$ cat config.mk
export PLATFORM = sky130hd
export DESIGN_NAME = bram_bus_bridge
export DESIGN_NICKNAME = d
export VERILOG_FILES = /design/src/rtl/bram_bridge_pkg.sv /design/src/rtl/bram_lane_steer.sv /design/src/rtl/bram_bus_bridge.sv
export SDC_FILE = /design/constraint.sdc
export NUM_CORES = 1
export LEC_CHECK = 0
export ABC_AREA = 1
export BUFFER_PORTS_ARGS = -buffer_cell sky130_fd_sc_hd__buf_4
export CAP_MARGIN = 10
export CORE_ASPECT_RATIO = 1.5
export CORE_MARGIN = 8
export CORE_UTILIZATION = 55
export DETAILED_ROUTE_END_ITERATION = 8
export GPL_TIMING_DRIVEN = 0
export PLACE_DENSITY = 0.85
export REMOVE_ABC_BUFFERS = 1
export SLEW_MARGIN = 0
export SYNTH_ARGS = -nofsm -noshare
export SYNTH_HDL_FRONTEND = slang
export SYNTH_SLANG_ARGS = --single-unit
$ cat constraint.sdc
create_clock -name clk -period 2.1 [get_ports clk]
set_input_delay 0.42 -clock clk [delete_from_list [all_inputs] [get_ports clk]]
set_output_delay 0.42 -clock clk [all_outputs]
set_load 0.01 [all_outputs]
$ cat src/rtl/bram_bridge_pkg.sv
// bram_bridge_pkg: shared state encoding and RAM byte-lane constants for the bus bridge.
`default_nettype none

package bram_bridge_pkg;

  typedef enum logic [2:0] {
    IDLE = 3'd0,
    P1   = 3'd1,
    C1   = 3'd2,
    P2   = 3'd3,
    C2   = 3'd4,
    ACK  = 3'd5
  } state_e;

  localparam logic [1:0] BE_LO   = 2'b01;
  localparam logic [1:0] BE_HI   = 2'b10;
  localparam logic [1:0] BE_WORD = 2'b11;

endpackage

`default_nettype wire

$ cat src/rtl/bram_lane_steer.sv
// bram_lane_steer: maps a byte-addressed request and phase onto RAM addr/be/wdata,
// and maps RAM read data back onto right-justified result bytes.
`default_nettype none

module bram_lane_steer
  import bram_bridge_pkg::*;
#(
  parameter int WORDS     = 16,
  parameter int ADDR_BITS = $clog2(WORDS)
) (
  input  logic [ADDR_BITS:0]   req_addr_i,
  input  logic [15:0]          req_data_i,
  input  logic                 req_byte_i,
  input  logic                 iss_phase2_i,
  input  logic                 cap_phase2_i,
  input  logic [15:0]          ram_q_i,
  output logic                 split_o,
  output logic [ADDR_BITS-1:0] addr_o,
  output logic [1:0]           be_o,
  output logic [15:0]          wdata_o,
  output logic [15:0]          result_o
);

  localparam logic [ADDR_BITS-1:0] LAST_WORD = ADDR_BITS'(WORDS - 1);

  logic [ADDR_BITS-1:0] word_idx;
  logic                 odd;

  assign word_idx = req_addr_i[ADDR_BITS:1];
  assign odd      = req_addr_i[0];
  assign split_o  = !req_byte_i && odd;

  always_comb begin
    addr_o  = word_idx;
    be_o    = BE_WORD;
    wdata_o = req_data_i;
    if (iss_phase2_i) begin
      // Second half of a split word: upper data byte lands in the low lane of the next word.
      addr_o  = (word_idx == LAST_WORD) ? '0 : word_idx + ADDR_BITS'(1);
      be_o    = BE_LO;
      wdata_o = {8'h00, req_data_i[15:8]};
    end else if (odd) begin
      be_o    = BE_HI;
      wdata_o = {req_data_i[7:0], 8'h00};
    end else if (req_byte_i) begin
      be_o    = BE_LO;
      wdata_o = {8'h00, req_data_i[7:0]};
    end
  end

  always_comb begin
    if (cap_phase2_i) begin
      result_o = {ram_q_i[7:0], 8'h00};
    end else if (odd) begin
      result_o = {8'h00, ram_q_i[15:8]};
    end else if (req_byte_i) begin
      result_o = {8'h00, ram_q_i[7:0]};
    end else begin
      result_o = ram_q_i;
    end
  end

endmodule

`default_nettype wire

$ cat src/rtl/bram_bus_bridge.sv
// bram_bus_bridge: byte-addressed access/ack bus to 16-bit BlockRam port bridge;
// odd-address word accesses are split into two RAM phases.
`default_nettype none

module bram_bus_bridge
  import bram_bridge_pkg::*;
#(
  parameter int WORDS = 16,
  localparam int ADDR_BITS = $clog2(WORDS)
) (
  input  logic                 clk,
  input  logic                 reset_n,
  input  logic [ADDR_BITS:0]   m_addr,
  input  logic [15:0]          m_data_in,
  output logic [15:0]          m_data_out,
  input  logic                 m_access,
  input  logic                 m_wr_en,
  input  logic                 m_bytesel,
  output logic                 m_ack,
  output logic [ADDR_BITS-1:0] ram_addr,
  output logic                 ram_wr_en,
  output logic [1:0]           ram_be,
  output logic [15:0]          ram_wdata,
  input  logic [15:0]          ram_q
);

  state_e               state_q, state_d;
  logic [ADDR_BITS:0]   addr_q, addr_d;
  logic [15:0]          data_q, data_d;
  logic                 wr_q, wr_d;
  logic                 byte_q, byte_d;
  logic [7:0]           hold_q, hold_d;
  logic [ADDR_BITS-1:0] ram_addr_q, ram_addr_d;
  logic                 ram_wr_en_q, ram_wr_en_d;
  logic [1:0]           ram_be_q, ram_be_d;
  logic [15:0]          ram_wdata_q, ram_wdata_d;
  logic                 m_ack_q, m_ack_d;
  logic [15:0]          m_data_out_q, m_data_out_d;

  logic [ADDR_BITS:0]   req_addr;
  logic [15:0]          req_data;
  logic                 req_byte;
  logic                 split;
  logic [ADDR_BITS-1:0] steer_addr;
  logic [1:0]           steer_be;
  logic [15:0]          steer_wdata;
  logic [15:0]          steer_result;

  // In IDLE the phase-1 RAM signals come straight from the bus so they can register on acceptance.
  assign req_addr = (state_q == IDLE) ? m_addr    : addr_q;
  assign req_data = (state_q == IDLE) ? m_data_in : data_q;
  assign req_byte = (state_q == IDLE) ? m_bytesel : byte_q;

  bram_lane_steer #(
    .WORDS     (WORDS),
    .ADDR_BITS (ADDR_BITS)
  ) u_steer (
    .req_addr_i   (req_addr),
    .req_data_i   (req_data),
    .req_byte_i   (req_byte),
    .iss_phase2_i (state_q == C1),
    .cap_phase2_i (state_q == C2),
    .ram_q_i      (ram_q),
    .split_o      (split),
    .addr_o       (steer_addr),
    .be_o         (steer_be),
    .wdata_o      (steer_wdata),
    .result_o     (steer_result)
  );

  always_comb begin
    state_d      = state_q;
    addr_d       = addr_q;
    data_d       = data_q;
    wr_d         = wr_q;
    byte_d       = byte_q;
    hold_d       = hold_q;
    ram_addr_d   = ram_addr_q;
    ram_wr_en_d  = ram_wr_en_q;
    ram_be_d     = ram_be_q;
    ram_wdata_d  = ram_wdata_q;
    m_ack_d      = m_ack_q;
    m_data_out_d = m_data_out_q;
    case (state_q)
      IDLE: begin
        if (m_access) begin
          addr_d      = m_addr;
          data_d      = m_data_in;
          wr_d        = m_wr_en;
          byte_d      = m_bytesel;
          ram_addr_d  = steer_addr;
          ram_be_d    = steer_be;
          ram_wdata_d = steer_wdata;
          ram_wr_en_d = m_wr_en;
          state_d     = P1;
        end
      end
      P1: begin
        ram_wr_en_d = 1'b0;
        state_d     = C1;
      end
      C1: begin
        if (split) begin
          if (!wr_q) begin
            hold_d = steer_result[7:0];
          end
          ram_addr_d  = steer_addr;
          ram_be_d    = steer_be;
          ram_wdata_d = steer_wdata;
          ram_wr_en_d = wr_q;
          state_d     = P2;
        end else begin
          if (!wr_q) begin
            m_data_out_d = steer_result;
          end
          m_ack_d = 1'b1;
          state_d = ACK;
        end
      end
      P2: begin
        ram_wr_en_d = 1'b0;
        state_d     = C2;
      end
      C2: begin
        if (!wr_q) begin
          m_data_out_d = {steer_result[15:8], hold_q};
        end
        m_ack_d = 1'b1;
        state_d = ACK;
      end
      ACK: begin
        m_ack_d = 1'b0;
        state_d = IDLE;
      end
      default: state_d = IDLE;
    endcase
  end

  always_ff @(posedge clk or negedge reset_n) begin
    if (!reset_n) begin
      state_q      <= IDLE;
      addr_q       <= '0;
      data_q       <= '0;
      wr_q         <= 1'b0;
      byte_q       <= 1'b0;
      hold_q       <= '0;
      ram_addr_q   <= '0;
      ram_wr_en_q  <= 1'b0;
      ram_be_q     <= '0;
      ram_wdata_q  <= '0;
      m_ack_q      <= 1'b0;
      m_data_out_q <= '0;
    end else begin
      state_q      <= state_d;
      addr_q       <= addr_d;
      data_q       <= data_d;
      wr_q         <= wr_d;
      byte_q       <= byte_d;
      hold_q       <= hold_d;
      ram_addr_q   <= ram_addr_d;
      ram_wr_en_q  <= ram_wr_en_d;
      ram_be_q     <= ram_be_d;
      ram_wdata_q  <= ram_wdata_d;
      m_ack_q      <= m_ack_d;
      m_data_out_q <= m_data_out_d;
    end
  end

  assign ram_addr   = ram_addr_q;
  assign ram_wr_en  = ram_wr_en_q;
  assign ram_be     = ram_be_q;
  assign ram_wdata  = ram_wdata_q;
  assign m_ack      = m_ack_q;
  assign m_data_out = m_data_out_q;

endmodule

`default_nettype wire

== Word-level counts from Yosys, hierarchy flattened ==
Index checks and enable logic that the tools add are counted.

* Register bits after elaboration: 74
* Input bits: 42

* $add $sub $neg: 1
* Equality and inequality tests: 11
* Muxes and demuxes: 35
* Bitwise logic cells: 1
* Reductions and logical operators: 14

{| class="wikitable"
|+ Operator list
! kind !! count
|-
| two-way mux 16 bit || 12
|-
| one-hot mux 16 bit (2 select lines) || 2
|-
| two-way mux 4 bit || 4
|-
| one-hot mux 3 bit (5 select lines) || 1
|-
| two-way mux 2 bit || 5
|-
| inequality test 2 bit, second input constant || 5
|-
| AND reduction 3 bit || 3
|-
| one-hot mux 4 bit (2 select lines) || 1
|-
| == test 3 x 2 -> 1 bit, second input constant || 2
|-
| == test 3 bit, second input constant || 2
|-
| two-way mux 3 bit || 2
|-
| one-hot mux 1 bit (3 select lines) || 2
|-
| nonzero test 3 bit || 2
|-
| two-way mux 5 bit || 1
|-
| adder 4 x 1 -> 4 bit, second input constant || 1
|-
| == test 4 bit, second input constant || 1
|-
| two-way mux 1 bit || 4
|-
| one-hot mux 2 bit (2 select lines) || 1
|-
| AND reduction 2 bit || 2
|-
| AND reduction 4 bit || 1
|-
| nonzero test 2 bit || 2
|-
| == test 3 x 1 -> 1 bit, second input constant || 1
|-
| logical NOT 3 bit || 1
|-
| OR reduction 2 bit || 1
|-
| 3 further kinds || 3
|}

== Logic depth before layout (Yosys ltp) ==
* Depth in word-level cells: 8
* Mapped depth: 11

== Modules after synthesis ==
A second synthesis with hierarchy kept.

* Cell total of the unflattened synthesis: 538
* Area total of the unflattened synthesis: 4010.1 µm²

{| class="wikitable"
|+ Modules (own cells, without submodules)
! module !! times used !! cells each !! area an instance (µm²) !! seq. area each (µm²)
|-
| bram_bus_bridge || 1 || 417 || 3425.8 || 1851.8
|-
| bram_lane_steer || 1 || 121 || 584.3 || 0.0
|}

== Worst setup path after synthesis ==
Ideal clock, no wire load.

* Kind: reg2reg
* Start: register state_q[0]
* End: register ram_wdata_q[14], in the netlist ram_wdata[14]
* Library setup time: 0.124 ns
* Arrival: 1.447 ns
* Required time: 1.976 ns
* Slack: 0.529 ns
* Cell stages (with the launch flop): 10
* Cells stage by stage: dfrtp_1 -> nor2_4 -> nand3_4 -> nand2_4 -> nand2_1 -> nand2_1 -> nand2_1 -> buf_4 -> nand2_1 -> nand3_1

* Longest elaborated chain between the ends: 7

{| class="wikitable"
|+ RTL lines
! item !! line !! source
|-
| start: declaration || bram_bus_bridge.sv:27 || <nowiki>state_e state_q, state_d;</nowiki>
|-
| start signal: assignment || bram_bus_bridge.sv:154 || <nowiki>state_q <= state_d;</nowiki>
|-
| logical NOT 3 bit || -- ||
|-
| two-way mux 16 bit / two-way mux 1 bit (equally long branches) || bram_bus_bridge.sv:51, bram_bus_bridge.sv:52 ||
|-
| two-way mux 16 bit || bram_lane_steer.sv:45 || <nowiki>end else if (req_byte_i) begin</nowiki>
|-
| two-way mux 16 bit || bram_lane_steer.sv:42 || <nowiki>end else if (odd) begin</nowiki>
|-
| two-way mux 16 bit || bram_lane_steer.sv:37 || <nowiki>if (iss_phase2_i) begin</nowiki>
|-
| two-way mux 16 bit (on tied branches) || bram_bus_bridge.sv:103, bram_bus_bridge.sv:86 ||
|-
| one-hot mux 16 bit (2 select lines) || bram_bus_bridge.sv:84 || <nowiki>case (state_q)</nowiki>
|-
| end signal: assignment || bram_bus_bridge.sv:163 || <nowiki>ram_wdata_q <= ram_wdata_d;</nowiki>
|-
| end: declaration || bram_bus_bridge.sv:36 || <nowiki>logic [15:0] ram_wdata_q, ram_wdata_d;</nowiki>
|}

Parallel ways exist; a longest one is shown, timed or not. The select of a mux whose other input is x is not followed.
A chain may end at the register's enable or synchronous reset.

== Worst setup path after layout ==
* Start: register state_q[0]
* End: register ram_be_q[1], in the netlist ram_be[1]

* Longest elaborated chain between the ends: 7

{| class="wikitable"
|+ RTL lines
! item !! line !! source
|-
| logical NOT 3 bit || bram_bus_bridge.sv:50, bram_bus_bridge.sv:52, bram_bus_bridge.sv:84 ||
|-
| two-way mux 1 bit || bram_bus_bridge.sv:52 || <nowiki>assign req_byte = (state_q == IDLE) ? m_bytesel : byte_q;</nowiki>
|-
| two-way mux 2 bit || bram_lane_steer.sv:45 ||
|-
| two-way mux 2 bit || bram_lane_steer.sv:42 ||
|-
| two-way mux 2 bit || bram_lane_steer.sv:37 ||
|-
| two-way mux 2 bit (on tied branches) || bram_bus_bridge.sv:103, bram_bus_bridge.sv:86 ||
|-
| one-hot mux 2 bit (2 select lines) || bram_bus_bridge.sv:84 ||
|-
| end signal: assignment || bram_bus_bridge.sv:162 || <nowiki>ram_be_q <= ram_be_d;</nowiki>
|-
| end: declaration || bram_bus_bridge.sv:35 || <nowiki>logic [1:0] ram_be_q, ram_be_d;</nowiki>
|}

Parallel ways exist; a longest one is shown, timed or not. The select of a mux whose other input is x is not followed.

==> impl_metrics.json <==
{
  "diodes": 0,
  "drt_iter0_markers": 325,
  "ios": 82,
  "die-area_um2": 10000,
  "dr.pass1.iters": 5,
  "ir_worst_vdd_v": 0.000940,
  "io_buffers": 81,
  "timing_hold_violations_final": 0,
  "slew_headroom_pct": 36.4,
  "nNetsFinal": 654,
  "grt_pass1_vias": 3794,
  "start_util_pct": 56.4,
  "syn-cell-area_um2": 3860,
  "synth_warnings": 0,
  "cts_made_buffers": 9,
  "synthMostInstantiatedCell": "nand2_1",
  "wirelength_um": 11100,
  "worst_setup_path_start_kind": "register",
  "cts_hold_buf": 0,
  "cts-root-buf": "clkbuf_8",
  "cp.arrival_ns": 2.24,
  "status": "finished, final reports clean",
  "fill_cells": 550,
  "grt_usage_pct": 21.6,
  "period_needed_ns": 2.00,
  "netSwitchingPower_mw": 3.80,
  "overflow": 0,
  "fp.dieH_um": 119,
  "ys_seq_elements": 74,
  "multiInputGateArea_um2": 1800,
  "grt_max_degree": 75,
  "synth_top_area_cell": "dfrtp_1",
  "comb_power_share_pct": 55.8,
  "drive_above_1_share_pct": 23.5,
  "setup_tns_ns": 0,
  "async_reset_ff_share_pct": 100,
  "power.density_nw_per_um2": 1650,
  "cp_max_fo": 30,
  "synthToLayoutAreaGrowth_pct": 27.9,
  "maxCapViolations": 0,
  "antenna_found_initial": 0,
  "dr_total_vias": 3863,
  "synth_common_cells": "nand2_1 (216), dfrtp_1 (74), o21ai_0 (50)",
  "seqPwrFrac_pct": 30.1,
  "synthCells": 524,
  "synth-main-ff-cell": "dfrtp_1",
  "drc": 0,
  "h-tree-depth": 3,
  "hold_class": "in -> async",
  "skew_ns": 0.0151,
  "syn_area_per_cell_um2": 7.37,
  "worst_path_max_delay_cell": "dfrtp_2",
  "grt_pass1_wl_um": 17700,
  "total_power_mw": 8.15,
  "ff_latch_area_um2": 1860,
  "cts_tree": "yes",
  "leakagePower_nw": 2.68,
  "rows": 37,
  "clk_path_buf_depth": 2,
  "holdWs_ns": 0.199,
  "synth_seq_area_share_pct": 47.9,
  "cts.sinks": 74,
  "synth_top_cell_area_share_pct": 47.9,
  "postPlaceCellArea_um2": 4450,
  "antenna_left": 0,
  "drv_slew": 0,
  "crit_path_end_kind": "register",
  "wire_per_inst_um": 16.0,
  "worst_pin_slew_ns": 0.953,
  "core-area_um2": 6850,
  "final_cell_area_um2": 4940,
  "rsz0062_at_grt": "false",
  "cpPeakStageDelay_ns": 0.47,
  "die_width_um": 84.4,
  "synth_edf_count": 0,
  "critPathKind": "reg -> reg",
  "path_cells": "nor2_4, buf_4, buf_4, nand3_1, nand2_2, nand2_2, nand2_4, nand2_8, nand2_1, o21ai_1",
  "place_hpwl_um": 7030,
  "vias_per_cell": 5.56,
  "synth_area_leaders": "dfrtp_1 (48%), nand2_1 (21%), o21ai_0 (6.5%), nand3_1 (5.1%), inv_1 (4.7%)",
  "fmax_mhz": 499,
  "clkLatencyLatePin_ns": 0.37,
  "gp_congestion": 0.867,
  "required_ns": 2.34,
  "intPower_mw": 4.36,
  "synth_cell_types": 27,
  "switching_share_pct": 46.6,
  "fin_crit_sh_pct": 95.4,
  "p_clk_share_pct": 14.1,
  "clk_pin_slew_worst_paths_ns": 0.08,
  "setup_violations": 0
}
## repair_timing
action	CTS	global route
cloned	0	2
resized for setup	20	11
buffers inserted	8	9
hold endpoints to repair	0	0
pin swaps	2	3
endpoints found under the setup margin	74	38
## state kept, by name, indices dropped and copies added, names as in the netlist
signal	cells
data_q	16
m_data_out	16
ram_wdata	16
hold_q	8
addr_q	5
ram_addr	4
state_q	3
ram_be	2
byte_q	1
m_ack	1
ram_wr_en	1
wr_q	1
## worst max-delay path, delay by kind of cell (launching register included)
kind,cells,cell delay [ns]
compound gates,1,0.07
buf+inv,2,0.34
simple gates,7,0.99
flops,1,0.47
## cells by family after synthesis
family / Yosys count / share of synthesized area [%]
AND/OR/NAND/NOR: 297 / 33.0
AO/OA/AOI/OAI: 76 / 10.5
XOR/XNOR: 1 / 0.227
buffers and inverters: 76 / 8.29
flip-flops: 74 / 47.9
## placed cells by master (no fill, tap or decap), drive strengths merged, types with 2 or more instances in the layout
master / count
inv: 49
buf: 98
nand4: 9
nand3: 42
clkinvlp: 3
nand3b: 4
clkbuf: 11
a21oi: 2
a21boi: 7
clkinv: 6
dfrtp: 74
o21ai: 64
nor2: 22
nand2: 221
## through the flow
stage                     utilization, %  worst slack [ns]  std cells
after floorplan                        -            -0.146        501
after global placement              64.9            -0.943        660
after detailed placement            64.9            -0.982        660
after CTS                           70.2            0.0555        684
after global routing                72.1            0.0109        695
final                               72.1            0.0974        695
## metal layers
metal	vias to the layer above	global-route usage, %	part of all wire [%]
li1	1832	-	-
met1	1811	23.8	38
met2	195	37.4	51
met3	25	6.03	8.8
met4	0	9.74	2.2
met5	-	0	0
## layout make-up
cell class | instances | area share (%)
sequential | 74 | 37.6
tap | 78 | 1.98
timing repair buffer | 98 | 15.4
inverter | 53 | 4.43
timing repair inverter | 1 | 0.101
multi-input combinational | 375 | 36.4
clock buffer | 11 | 3.07
clock inverter | 5 | 1.06
## power by group through the flow
stage / combinational, mW / sequential (mW) / clock [mW]
2_1_floorplan: 2.35 / 2.54 / 0
3_3_place_gp: 3.72 / 2.42 / 0
3_5_place_dp: 3.86 / 2.46 / 0
4_1_cts: 4.20 / 2.45 / 1.17
5_1_grt: 5.04 / 2.52 / 1.22
6_report: 4.55 / 2.46 / 1.15
## worst paths after layout
check / endpoint / slack [ns] / startpoint / depth (start not counted)
worst max-delay path: ram_be[1] / 0.1 / state_q[0] / 10
worst min register to register: m_data_out[4] / 0.48 / m_data_out[4] / 2
worst min-delay path: addr_q[4] / 0.20 / reset_n / 1
min in group clk: data_q[9] / 0.27 / m_data_in[9] / 3
worst max register to register: ram_be[1] / 0.1 / state_q[0] / 10
max in group asynchronous: state_q[1] / 1.21 / reset_n / 1
Note: power is estimated with default switching activity, not from simulation.
